$ cat src/rtl/eth_port_arbiter_pkg.sv
// Shared types and defaults for the Ethernet port arbiter.
package eth_port_arbiter_pkg;

    typedef enum logic [1:0] {
        IDLE,
        STREAM,
        DRAIN,
        GAP
    } arbStateType;

    localparam int ARB_IFG_CYCLES      = 4;
    localparam int MAX_ETH_FRAME_BYTES = 1522;
    localparam int BYTE_CNT_W          = 11;

endpackage

$ cat src/rtl/eth_port_arbiter_rr_picker.sv
// Combinational round-robin picker: first requester strictly after last_grant_i,
// wrapping around, with last_grant_i itself considered last.
module rr_picker #(
    parameter int NUM_PORTS = 2
) (
    input  logic [NUM_PORTS-1:0]         req_i,
    input  logic [$clog2(NUM_PORTS)-1:0] last_grant_i,
    output logic                         valid_o,
    output logic [$clog2(NUM_PORTS)-1:0] winner_o
);

    localparam int PORT_W = $clog2(NUM_PORTS);

    int idx;

    always_comb begin
        valid_o  = 1'b0;
        winner_o = '0;
        idx      = 0;
        for (int off = 1; off <= NUM_PORTS; off++) begin
            idx = (int'(last_grant_i) + off) % NUM_PORTS;
            if (!valid_o && req_i[PORT_W'(idx)]) begin
                valid_o  = 1'b1;
                winner_o = PORT_W'(idx);
            end
        end
    end

endmodule

$ cat src/rtl/eth_port_arbiter.sv
// Frame-level round-robin arbiter feeding one parser from several byte-stream ports,
// with oversize policing, an enforced inter-frame gap and per-port frame counters.
//
// state  | meaning
// IDLE   | no grant; pick next requester round-robin
// STREAM | forward granted port's bytes, one cycle latency
// DRAIN  | oversize frame: accept and discard until last
// GAP    | inter-frame idle, all ports held off
module eth_port_arbiter
    import eth_port_arbiter_pkg::*;
#(
    parameter int NUM_PORTS       = 2,
    parameter int IFG_CYCLES      = ARB_IFG_CYCLES,
    parameter int MAX_FRAME_BYTES = MAX_ETH_FRAME_BYTES,
    parameter int CNT_W           = 32
) (
    input  logic                              clkIn,
    input  logic                              rstIn,
    input  logic [NUM_PORTS-1:0][7:0]         portDataIn,
    input  logic [NUM_PORTS-1:0]              portValidIn,
    input  logic [NUM_PORTS-1:0]              portLastIn,
    input  logic [NUM_PORTS-1:0]              portErrIn,
    output logic [NUM_PORTS-1:0]              portReadyOut,
    output logic [7:0]                        dataOut,
    output logic                              dataValidOut,
    output logic                              dataErrOut,
    output logic [$clog2(NUM_PORTS)-1:0]      activePortOut,
    output logic                              oversizeDropOut,
    output logic [NUM_PORTS-1:0][CNT_W-1:0]   frameCntOut
);

    localparam int PORT_W = $clog2(NUM_PORTS);
    localparam int GAP_W  = $clog2(IFG_CYCLES + 1);
    localparam logic [BYTE_CNT_W-1:0] MAX_CNT  = BYTE_CNT_W'(MAX_FRAME_BYTES);
    localparam logic [GAP_W-1:0]      GAP_LOAD = GAP_W'(IFG_CYCLES - 1);

    arbStateType                     state_q, state_d;
    logic [PORT_W-1:0]               grant_q, grant_d;
    logic [PORT_W-1:0]               last_grant_q, last_grant_d;
    logic [BYTE_CNT_W-1:0]           byte_cnt_q, byte_cnt_d;
    logic [GAP_W-1:0]                gap_cnt_q, gap_cnt_d;
    logic [7:0]                      data_q, data_d;
    logic                            valid_q, valid_d;
    logic                            err_q, err_d;
    logic                            drop_q, drop_d;
    logic [NUM_PORTS-1:0][CNT_W-1:0] frame_cnt_q, frame_cnt_d;

    logic              pick_valid;
    logic [PORT_W-1:0] pick_winner;
    logic              xfer;

    rr_picker #(
        .NUM_PORTS (NUM_PORTS)
    ) u_rr_picker (
        .req_i        (portValidIn),
        .last_grant_i (last_grant_q),
        .valid_o      (pick_valid),
        .winner_o     (pick_winner)
    );

    // Ready depends only on registered state so upstream never sees a loop through us.
    always_comb begin
        portReadyOut = '0;
        if (state_q == STREAM || state_q == DRAIN) begin
            portReadyOut[grant_q] = 1'b1;
        end
    end

    assign xfer = portValidIn[grant_q] & portReadyOut[grant_q];

    always_comb begin
        state_d      = state_q;
        grant_d      = grant_q;
        last_grant_d = last_grant_q;
        byte_cnt_d   = byte_cnt_q;
        gap_cnt_d    = gap_cnt_q;
        data_d       = data_q;
        valid_d      = 1'b0;
        err_d        = 1'b0;
        drop_d       = 1'b0;
        frame_cnt_d  = frame_cnt_q;

        case (state_q)
            IDLE: begin
                if (pick_valid) begin
                    grant_d      = pick_winner;
                    last_grant_d = pick_winner;
                    byte_cnt_d   = '0;
                    state_d      = STREAM;
                end
            end
            STREAM: begin
                if (xfer) begin
                    data_d     = portDataIn[grant_q];
                    valid_d    = 1'b1;
                    err_d      = portErrIn[grant_q];
                    byte_cnt_d = byte_cnt_q + BYTE_CNT_W'(1);
                    if (portLastIn[grant_q]) begin
                        frame_cnt_d[grant_q] = frame_cnt_q[grant_q] + CNT_W'(1);
                        byte_cnt_d           = '0;
                        gap_cnt_d            = GAP_LOAD;
                        state_d              = GAP;
                    end else if (byte_cnt_q == MAX_CNT) begin
                        // Mark the truncation point in-band so the parser rejects the frame.
                        err_d      = 1'b1;
                        drop_d     = 1'b1;
                        byte_cnt_d = '0;
                        state_d    = DRAIN;
                    end
                end
            end
            DRAIN: begin
                if (xfer && portLastIn[grant_q]) begin
                    gap_cnt_d = GAP_LOAD;
                    state_d   = GAP;
                end
            end
            GAP: begin
                if (gap_cnt_q == '0) begin
                    state_d = IDLE;
                end else begin
                    gap_cnt_d = gap_cnt_q - GAP_W'(1);
                end
            end
            default: begin
                state_d = IDLE;
            end
        endcase
    end

    always_ff @(posedge clkIn) begin
        if (rstIn) begin
            state_q      <= IDLE;
            grant_q      <= '0;
            last_grant_q <= PORT_W'(NUM_PORTS - 1);
            byte_cnt_q   <= '0;
            gap_cnt_q    <= '0;
            data_q       <= '0;
            valid_q      <= 1'b0;
            err_q        <= 1'b0;
            drop_q       <= 1'b0;
            frame_cnt_q  <= '0;
        end else begin
            state_q      <= state_d;
            grant_q      <= grant_d;
            last_grant_q <= last_grant_d;
            byte_cnt_q   <= byte_cnt_d;
            gap_cnt_q    <= gap_cnt_d;
            data_q       <= data_d;
            valid_q      <= valid_d;
            err_q        <= err_d;
            drop_q       <= drop_d;
            frame_cnt_q  <= frame_cnt_d;
        end
    end

    assign dataOut         = data_q;
    assign dataValidOut    = valid_q;
    assign dataErrOut      = err_q;
    assign oversizeDropOut = drop_q;
    assign activePortOut   = grant_q;
    assign frameCntOut     = frame_cnt_q;

endmodule
$ cat config.mk
export PLATFORM = sky130hd
export DESIGN_NAME = eth_port_arbiter
export DESIGN_NICKNAME = d
export VERILOG_FILES = /design/src/rtl/eth_port_arbiter_pkg.sv /design/src/rtl/eth_port_arbiter_rr_picker.sv /design/src/rtl/eth_port_arbiter.sv
export SDC_FILE = /design/constraint.sdc
export NUM_CORES = 1
export LEC_CHECK = 0
export ABC_AREA = 1
export BUFFER_PORTS_ARGS = -buffer_cell sky130_fd_sc_hd__buf_2
export CORE_MARGIN = 10
export CORE_UTILIZATION = 40
export CTS_CLUSTER_SIZE = 28
export DETAILED_ROUTE_END_ITERATION = 6
export PLACE_DENSITY_LB_ADDON = 0.12
export SYNTH_ARGS = -nofsm -noshare
export SYNTH_HDL_FRONTEND = slang
export SYNTH_HIERARCHICAL = 1
export SYNTH_SLANG_ARGS = --single-unit
$ cat constraint.sdc
create_clock -name clkIn -period 5.2 [get_ports clkIn]
set_clock_uncertainty 0.05 [all_clocks]
set_input_delay 0.52 -clock clkIn [delete_from_list [all_inputs] [get_ports clkIn]]
set_output_delay 0.52 -clock clkIn [all_outputs]
set_load 0.03 [all_outputs]
==> flow_summary.ini, run 1 <==
[finish]
layout_common_cells = nand2_1 (257), inv_1 (105), buf_2 (101)
area_delta_synth_final_pct = 16.0
final_common_cell = nand2_1
n_antenna_cell = 0
fin_area_um2 = 6140
fill_cells = 1377
layout-drive-gt1-share_pct = 16.9
finalNetCount = 940

[sta]
rsz0062_at_grt = false
worst_slew_pin_slew_ps = 987
fmax_ghz = 0.343
setup_slack_ps = 2280
period_share_pct = 56.1
period_needed_ps = 2920
hold_viol = 0
finalMaxSlewViolations = 0
setup_viol = 0
slew_headroom_pct = 34.0
setup_tns_ps = 0

[min_path]
hold_start = portDataIn[6]
worstHoldEndpoint = dataOut[6]$_SDFFE_PP0N_
hold_path_class = input pin to flop
whs_path_depth = 3

[floorplanning]
start_util_pct = 41.4
rows = 41
dieArea_um2 = 18200
coreArea_um2 = 12800
fp.dieH_um = 135
ios = 102
die_x_um = 135

[place]
hpwl_um = 11100
numPortBuffers = 101
placed_area_um2 = 5860
gp_congestion = 0.887
place_ws_ps = 2280

[route]
drc_errors = 0
routed_via_density = 4.80
vias = 5200
drt_pre_antenna_iters = 5
drt_wl_total_um = 14700
ant_nets = 0
wl_per_cell_um = 13.6
drtIter0Drc = 403

[clocking]
h-tree-depth = 3
cts_buffer_depth = 2
cts_setup_buffers = 0
clock_latency_ps = 350
ctsResizeCount = 0
path_clk_slew_ps = 70
ctsHoldBuffers = 0
cts_tree = done
clock_sinks = 93
clock-root-buffer = clkbuf_16
cts_made_buffers = 9

[power_and_ir_drop]
vdd_drop_max_mv = 0.132
total_power_mw = 1.93
p_leak_nw = 2.95
power.density_nw_per_um2 = 315

[grt]
grt_pass1_vias = 4921
grt_pass1_wl_um = 24600
grt-ovfl-total = 0
grtUsageTotal_pct = 16.5
antenna_found_initial = 0
grt_max_degree = 73

[yosys]
synth-edff-count = 0
synthArstFlopShare_pct = 0
netlist_area_um2 = 5290
syn-num-nets = 856
post-synth-top-area-cell = dfxtp_1
yosysSeqAreaShare_pct = 35.2
postSynthCellCount = 823
ys_top_cells_by_area = dfxtp_1 (35%), nand2_1 (18%), inv_1 (7.4%)
avgSynthCellArea_um2 = 6.43
yosys_warnings = 6
synthDistinctLibCells = 34
synth_top_area_share_pct = 35.2
synth_ff_type = dfxtp_1
ys_ff_latch = 93

[worst_setup_path]
setup.worst_path.start_class = flop
rrSetupSlack_ps = 2280
r2r-start = activePortOut$_SDFFE_PP0P_
arrival_ps = 3150
reg2regPathDepth = 8
crit_fanout = 39
critical_path_class = flop to flop
worst_setup_path_end_kind = flop
r2r-end = frameCntOut[9]$_SDFFE_PP0P_
crit_required_ps = 5430

[job]
maxCapViolations = 0

[status]
outcome = finished clean
==> critical path: stages, from the launching register on <==
cell and delay, ps:
dfxtp_2 320, inv_2 510, nand3_1 190, nand2_1 150, nand2_2 120, nor3_4 760, buf_4 430, o21ai_0 130
a21oi_1 170
==> flip-flops by register name, summed over array words and instances, names as in the netlist <==
signal,count
byte_cnt_q,11
dataValidOut,1
last_grant_q,1
frameCntOut,64
dataErrOut,1
dataOut,8
gap_cnt_q,3
activePortOut,1
oversizeDropOut,1
state_q,2
==> area by class of cell <==
class	instances	area, um^2	share of cell area [%]
clock buffer	10	239	3.89
clock inverter	5	37.5	0.611
inverter	110	413	6.73
multi-input combinational	588	2840	46.2
sequential	93	1860	30.3
tap	172	215	3.51
timing repair buffer	105	536	8.72
==> where the power goes <==
part | switching (mW) | leakage, nW | internal, mW
Combinational | 0.349 | 2.06 | 0.163
Clock | 0.282 | 0.131 | 0.335
Sequential | 0.0389 | 0.752 | 0.765
Total | 0.670 | 2.95 | 1.26
==> layer usage <==
| layer | track usage (%) | wire [um] | part of all wire, % |
|---|---|---|---|
| met1 | 23.0 | 7530 | 51 |
| met4 | 5.86 | 227 | 1.5 |
| met2 | 23.4 | 5880 | 40 |
| met5 | 0 | 0 | 0 |
| met3 | 4.67 | 1080 | 7.3 |
==> stage by stage <==
step | instances | utilization [%] | hold WS, ps
3_3_place_gp | 1068 | 45.9 | 421
6_report | 1083 | 48.1 | 383
3_5_place_dp | 1068 | 45.9 | 423
4_1_cts | 1083 | 48.1 | 373
2_1_floorplan | 823 | - | 398
5_1_grt | 1083 | 48.1 | 389
==> how the worst max path moves through the flow <==
stage | startpoint | end | cells after the start
6_report | activePortOut$_SDFFE_PP0P_ | frameCntOut[9]$_SDFFE_PP0P_ | 8
5_1_grt | activePortOut$_SDFFE_PP0P_ | frameCntOut[5]$_SDFFE_PP0P_ | 9
4_1_cts | activePortOut$_SDFFE_PP0P_ | frameCntOut[9]$_SDFFE_PP0P_ | 8
3_5_place_dp | activePortOut$_SDFFE_PP0P_ | frameCntOut[9]$_SDFFE_PP0P_ | 8
3_3_place_gp | activePortOut$_SDFFE_PP0P_ | frameCntOut[20]$_SDFFE_PP0P_ | 8
2_1_floorplan | activePortOut$_SDFFE_PP0P_ | frameCntOut[30]$_SDFFE_PP0P_ | 13
==> cells in the mapped netlist (7+ instances only) <==
| cell | n |
|---|---|
| o21a_1 | 32 |
| inv_1 | 105 |
| dfxtp_1 | 93 |
| nand2_1 | 257 |
| nand2_2 | 9 |
| nor2_1 | 72 |
| nor2_2 | 7 |
| o21ai_0 | 55 |
| a21oi_1 | 36 |
| nand3_1 | 67 |
| buf_2 | 13 |
| ha_1 | 9 |
| clkbuf_1 | 12 |
| a31oi_1 | 9 |
==> cell families after synthesis <==
family                   count (synthesis)  synth area share [%]
XOR/XNOR                                 9                  1.49
AND/OR/NAND/NOR                        426                  33.8
adder cells (fa/ha/maj)                  9                  2.13
flip-flops                              93                  35.2
buffers and inverters                  142                  11.4
AO/OA/AOI/OAI                          144                  16.0
No activity file was read; power rests on OpenSTA's default activity.
==> run 2, diff against run 1 <==
clock period = 2.75 ns   (was 5.2 ns; I/O delays follow)
==> flow_summary.ini, run 2 (synthesized netlist as in run 1, its figures left out) <==
[clocking]
cts_buffer_depth = 2
ctsHoldBuffers = 0
ctsResizeCount = 0
clock_latency_ps = 350
cts_made_buffers = 9
clock_sinks = 93
cts_tree = done
cts_setup_buffers = 0
h-tree-depth = 3
clock-root-buffer = clkbuf_16
path_clk_slew_ps = 60

[worst_setup_path]
cpMostUsedCell = nand2_1
critical_path_class = flop to flop
slowest_stage = dfxtp_2
crit_required_ps = 2950
arrival_ps = 2550
rrSetupSlack_ps = 400
reg2regPathDepth = 13
startpoint = activePortOut$_SDFFE_PP0P_
r2r-end = frameCntOut[62]$_SDFFE_PP0P_
r2r-start = activePortOut$_SDFFE_PP0P_
crit_fanout = 56
endpoint = frameCntOut[62]$_SDFFE_PP0P_
setup.worst_path.start_class = flop
cpPeakStageDelay_ps = 360
worst_setup_path_end_kind = flop
crit_chain = buf_12 -> o21ai_0 -> inv_1 -> ha_1 -> inv_1 -> nor2_2 -> nand2_1 -> nor2_1 -> nand2_1 -> nand2_1 -> nand3_1 -> nand2_1 -> inv_1

[floorplanning]
start_util_pct = 41.4
dieArea_um2 = 18200
fp.dieH_um = 135
rows = 41
ios = 102
die_x_um = 135
coreArea_um2 = 12800

[sta]
rsz0062_at_grt = false
fmax_ghz = 0.426
worst_slew_pin_slew_ps = 607
setup_tns_ps = 0
fin_hold_ws_ps = 134
period_share_pct = 85.3
period_needed_ps = 2350
finalMaxSlewViolations = 0
setup_viol = 0
hold_viol = 0
slew_headroom_pct = 59.5

[route]
drc_errors = 0
routed_via_density = 4.84
drt_pre_antenna_iters = 5
vias = 5254
ant_nets = 0
drtIter0Drc = 332
drt_wl_total_um = 15100
wl_per_cell_um = 13.9

[grt]
grt_pass1_wl_um = 24700
antenna_found_initial = 0
grt_pass1_vias = 4896
grtUsageTotal_pct = 16.5
grt_max_degree = 57
grt-ovfl-total = 0

[place]
hpwl_um = 11400
gp_congestion = 0.891
dp.cells = 1070
numPortBuffers = 101

[power_and_ir_drop]
power.share.switching_pct = 32.1
intPower_mw = 2.68
vdd_drop_max_mv = 0.320
power.net_switching_mw = 1.27
power.density_nw_per_um2 = 627
p_leak_nw = 3.01
power_frac_seq_pct = 38.6
pwr-share-comb_pct = 24.9
clock_power_share_pct = 36.5

[finish]
area_delta_synth_final_pct = 18.9
largest_reg_flops = 64
finalNetCount = 942
fill_cells = 1359
instances_no_fill = 1086
final_common_cell = nand2_1
n_antenna_cell = 0
layout-drive-gt1-share_pct = 17.0
layout_common_cells = nand2_1 (257), inv_1 (105), buf_2 (101)

[min_path]
hold_path_class = input pin to flop

[job]
maxCapViolations = 0

[status]
outcome = finished clean
run 2: cell count changes in the layout (fill, tap and decap cells not counted), sizes merged:
cell | before | now
buf | 105 | 107
clkinvlp | 2 | 0
clkbuf | 10 | 12
clkinv | 3 | 1
bufinv | 0 | 3
run 2: cell type report:
cell class / instances / area, um^2 / area share, %
inverters: 110 / 413 / 6.56
well taps: 172 / 215 / 3.42
flip-flops and latches: 93 / 1860 / 29.6
multi-input cells: 588 / 2840 / 45.1
clock buffers: 12 / 246 / 3.92
clock inverters: 4 / 95.1 / 1.51
repair buffers: 107 / 626 / 9.94
run 2: per-layer routing:
metal	vias up	GRT usage (%)	wire (um)
met5	-	0	0
met4	0	6.34	260
met3	20	4.23	1100
met2	138	24.2	6030
met1	2321	22.6	7710
li1	2775	-	-
run 2: worst max-delay path, delay by kind of cell (launching register included):
kind	cells	cell delay (ps)
simple gates	7	900
buf+inv	4	510
compound gates	1	210
fa+ha+maj	1	190
flops	1	360
run 2: metrics by stage:
| step | area (um^2) | worst slack (ps) | util [%] | total power [mW] |
|---|---|---|---|---|
| after floorplan | 5290 | 636 | - | 2.29 |
| final | 6290 | 405 | 49.3 | 3.95 |
| after global routing | 6290 | 205 | 49.3 | 4.18 |
| after CTS | 6290 | 416 | 49.3 | 3.99 |
| after detailed placement | 5950 | 430 | 46.6 | 2.53 |
| after global placement | 5950 | 495 | 46.6 | 2.53 |
run 2: power by group through the flow:
| stage | clock network, mW | registers [mW] | logic [mW] |
|---|---|---|---|
| after CTS | 1.48 | 1.52 | 0.984 |
| after global routing | 1.52 | 1.54 | 1.12 |
| after global placement | 0 | 1.55 | 0.984 |
| final | 1.44 | 1.52 | 0.981 |
| after floorplan | 0 | 1.63 | 0.656 |
| after detailed placement | 0 | 1.55 | 0.982 |
run 2: worst min-delay path by stage:
| stage | from | depth (start not counted) | slack (ps) | end |
|---|---|---|---|---|
| 2_1_floorplan | portErrIn[1] | 2 | 380 | dataErrOut$_SDFF_PP0_ |
| 3_3_place_gp | gap_cnt_q[2]$_SDFFE_PP0P_ | 2 | 420 | gap_cnt_q[2]$_SDFFE_PP0P_ |
| 3_5_place_dp | last_grant_q$_SDFFE_PP1P_ | 2 | 420 | last_grant_q$_SDFFE_PP1P_ |
| 4_1_cts | portDataIn[15] | 3 | 120 | dataOut[7]$_SDFFE_PP0N_ |
| 5_1_grt | portDataIn[3] | 3 | 140 | dataOut[3]$_SDFFE_PP0N_ |
| 6_report | portDataIn[12] | 3 | 130 | dataOut[4]$_SDFFE_PP0N_ |
==> run 3, diff against run 2 <==
ABC_AREA = not set   (was 1)
==> flow_summary.ini, run 3 <==
[sta]
period_share_pct = 91.6
setup_viol = 0
setup_tns_ps = 0
worst_slew_pin_slew_ps = 1060
period_needed_ps = 2520
finalMaxSlewViolations = 0
slew_headroom_pct = 29.1
fmax_ghz = 0.397
hold_viol = 0
rsz0062_at_grt = false
fin_hold_ws_ps = 192

[worst_setup_path]
worst_setup_path_end_kind = flop
crit_fanout = 13
arrival_ps = 2740
critical_path_class = flop to flop
setup.worst_path.start_class = flop
crit_required_ps = 2980

[job]
maxCapViolations = 0

[yosys]
ys_top_cells_by_area = dfxtp_1 (36%), mux2i_1 (4.3%), nand3_1 (4.2%)
syn-num-nets = 638
synth-edff-count = 0
synth_ff_type = dfxtp_1
postSynthCellCount = 605
synthDistinctLibCells = 64
ys_ff_latch = 93
post-synth-top-area-cell = dfxtp_1
ys_top_cells_by_count = dfxtp_1 (93), nor2_1 (52), nand3_1 (43)
synth_top_area_share_pct = 36.2
yosysSeqAreaShare_pct = 36.2
yosysMostFrequentCell = dfxtp_1
netlist_area_um2 = 5150
yosys_warnings = 6
avgSynthCellArea_um2 = 8.51
synthArstFlopShare_pct = 0

[place]
numPortBuffers = 101
gp_congestion = 0.829
dp.cells = 855
hpwl_um = 10600

[clocking]
clock_latency_ps = 350
path_clk_slew_ps = 70
cts_tree = done
cts_made_buffers = 9
clock_sinks = 93
cts_buffer_depth = 2
clock-root-buffer = clkbuf_16
h-tree-depth = 3

[route]
wl_per_cell_um = 16.9
routed_via_density = 5.57
vias = 4861
drtIter0Drc = 287
ant_nets = 0
drt_pre_antenna_iters = 5
drc_errors = 0
drt_wl_total_um = 14700

[floorplanning]
die_x_um = 133
dieArea_um2 = 17800
ios = 102
coreArea_um2 = 12600
fp.dieH_um = 133
start_util_pct = 40.8
rows = 41

[power_and_ir_drop]
power.net_switching_mw = 1.11
power.share.switching_pct = 30.8
total_power_mw = 3.59
p_leak_nw = 2.40
power.density_nw_per_um2 = 582
clock_power_share_pct = 36.7
intPower_mw = 2.49
vdd_drop_max_mv = 0.471
power_frac_seq_pct = 41.2
pwr-share-comb_pct = 22.1

[grt]
grt_max_degree = 109
grtUsageTotal_pct = 16.6
antenna_found_initial = 0
grt-ovfl-total = 0
grt_pass1_vias = 4833
grt_pass1_wl_um = 24600

[min_path]
hold_path_class = input pin to flop

[finish]
instances_no_fill = 872
finalNetCount = 728
n_antenna_cell = 0
area_delta_synth_final_pct = 19.9
layout-drive-gt1-share_pct = 23.0
largest_reg_flops = 64
layout_common_cells = buf_2 (100), dfxtp_1 (92), nor2_1 (52)
final_common_cell = buf_2

[status]
outcome = finished clean
## run 3: routing by layer
| metal | wire length (um) | track usage, % |
|---|---|---|
| met2 | 7250 | 27.5 |
| met3 | 679 | 3.72 |
| met4 | 228 | 6.29 |
| met1 | 6590 | 20.4 |
| met5 | 0 | 0 |
## run 3: cell type report
type | instances | area [um^2]
well taps | 172 | 215
clock inverters | 2 | 38.8
clock buffers | 14 | 274
inverters | 12 | 45.0
fillers | 1273 | 6450
repair buffers | 120 | 688
multi-input cells | 459 | 3050
flip-flops and latches | 93 | 1870
## run 3: power groups by stage
stage	Clock, mW	Sequential, mW	Combinational [mW]
2_1_floorplan	0	1.54	0.577
3_3_place_gp	0	1.51	0.768
3_5_place_dp	0	1.52	0.787
4_1_cts	1.35	1.49	0.794
5_1_grt	1.40	1.49	0.886
6_report	1.32	1.48	0.794
## run 3: per-stage QoR
| stage | instance area [um^2] | setup WS (ps) | utilization (%) |
|---|---|---|---|
| 6_report | 6170 | 231 | 48.9 |
| 3_5_place_dp | 5850 | 214 | 46.3 |
| 5_1_grt | 6170 | 64.6 | 48.9 |
| 3_3_place_gp | 5850 | 267 | 46.3 |
| 2_1_floorplan | 5190 | 4.31 | - |
| 4_1_cts | 6160 | 158 | 48.8 |
## run 3: worst paths after layout
| path | from | end | slack [ps] | cells past startpoint |
|---|---|---|---|---|
| worst max-delay path | activePortOut$_SDFFE_PP0P_ | frameCntOut[31]$_SDFFE_PP0P_ | 230 | 7 |
| worst min-delay path | portErrIn[0] | dataErrOut$_SDFF_PP0_ | 190 | 3 |
| worst min register to register | byte_cnt_q[10]$_SDFFE_PP0P_ | byte_cnt_q[10]$_SDFFE_PP0P_ | 440 | 2 |
| worst max register to register | activePortOut$_SDFFE_PP0P_ | frameCntOut[31]$_SDFFE_PP0P_ | 230 | 7 |
## run 3: logic make-up after synthesis
family          share of synthesized area (%)
simple gates                             30.3
compound gates                           15.7
flops                                    36.2
buf+inv                                  5.10
mux                                      6.03
xor+xnor                                 4.59
fa+ha+maj                                2.19
## run 3: critical path: stages (launching register included)
cell      delay (ps)
dfxtp_4          420
buf_4            210
nand4b_1         220
a222oi_1         500
buf_12           200
nand3_2          160
or4_1            520
a21oi_1          160
## run 3: repair_timing
item | in CTS | in global routing
setup endpoints to repair | 0 | 2
hold buffers | 0 | 0
resized for setup | 0 | 1
setup buffers | 0 | 1
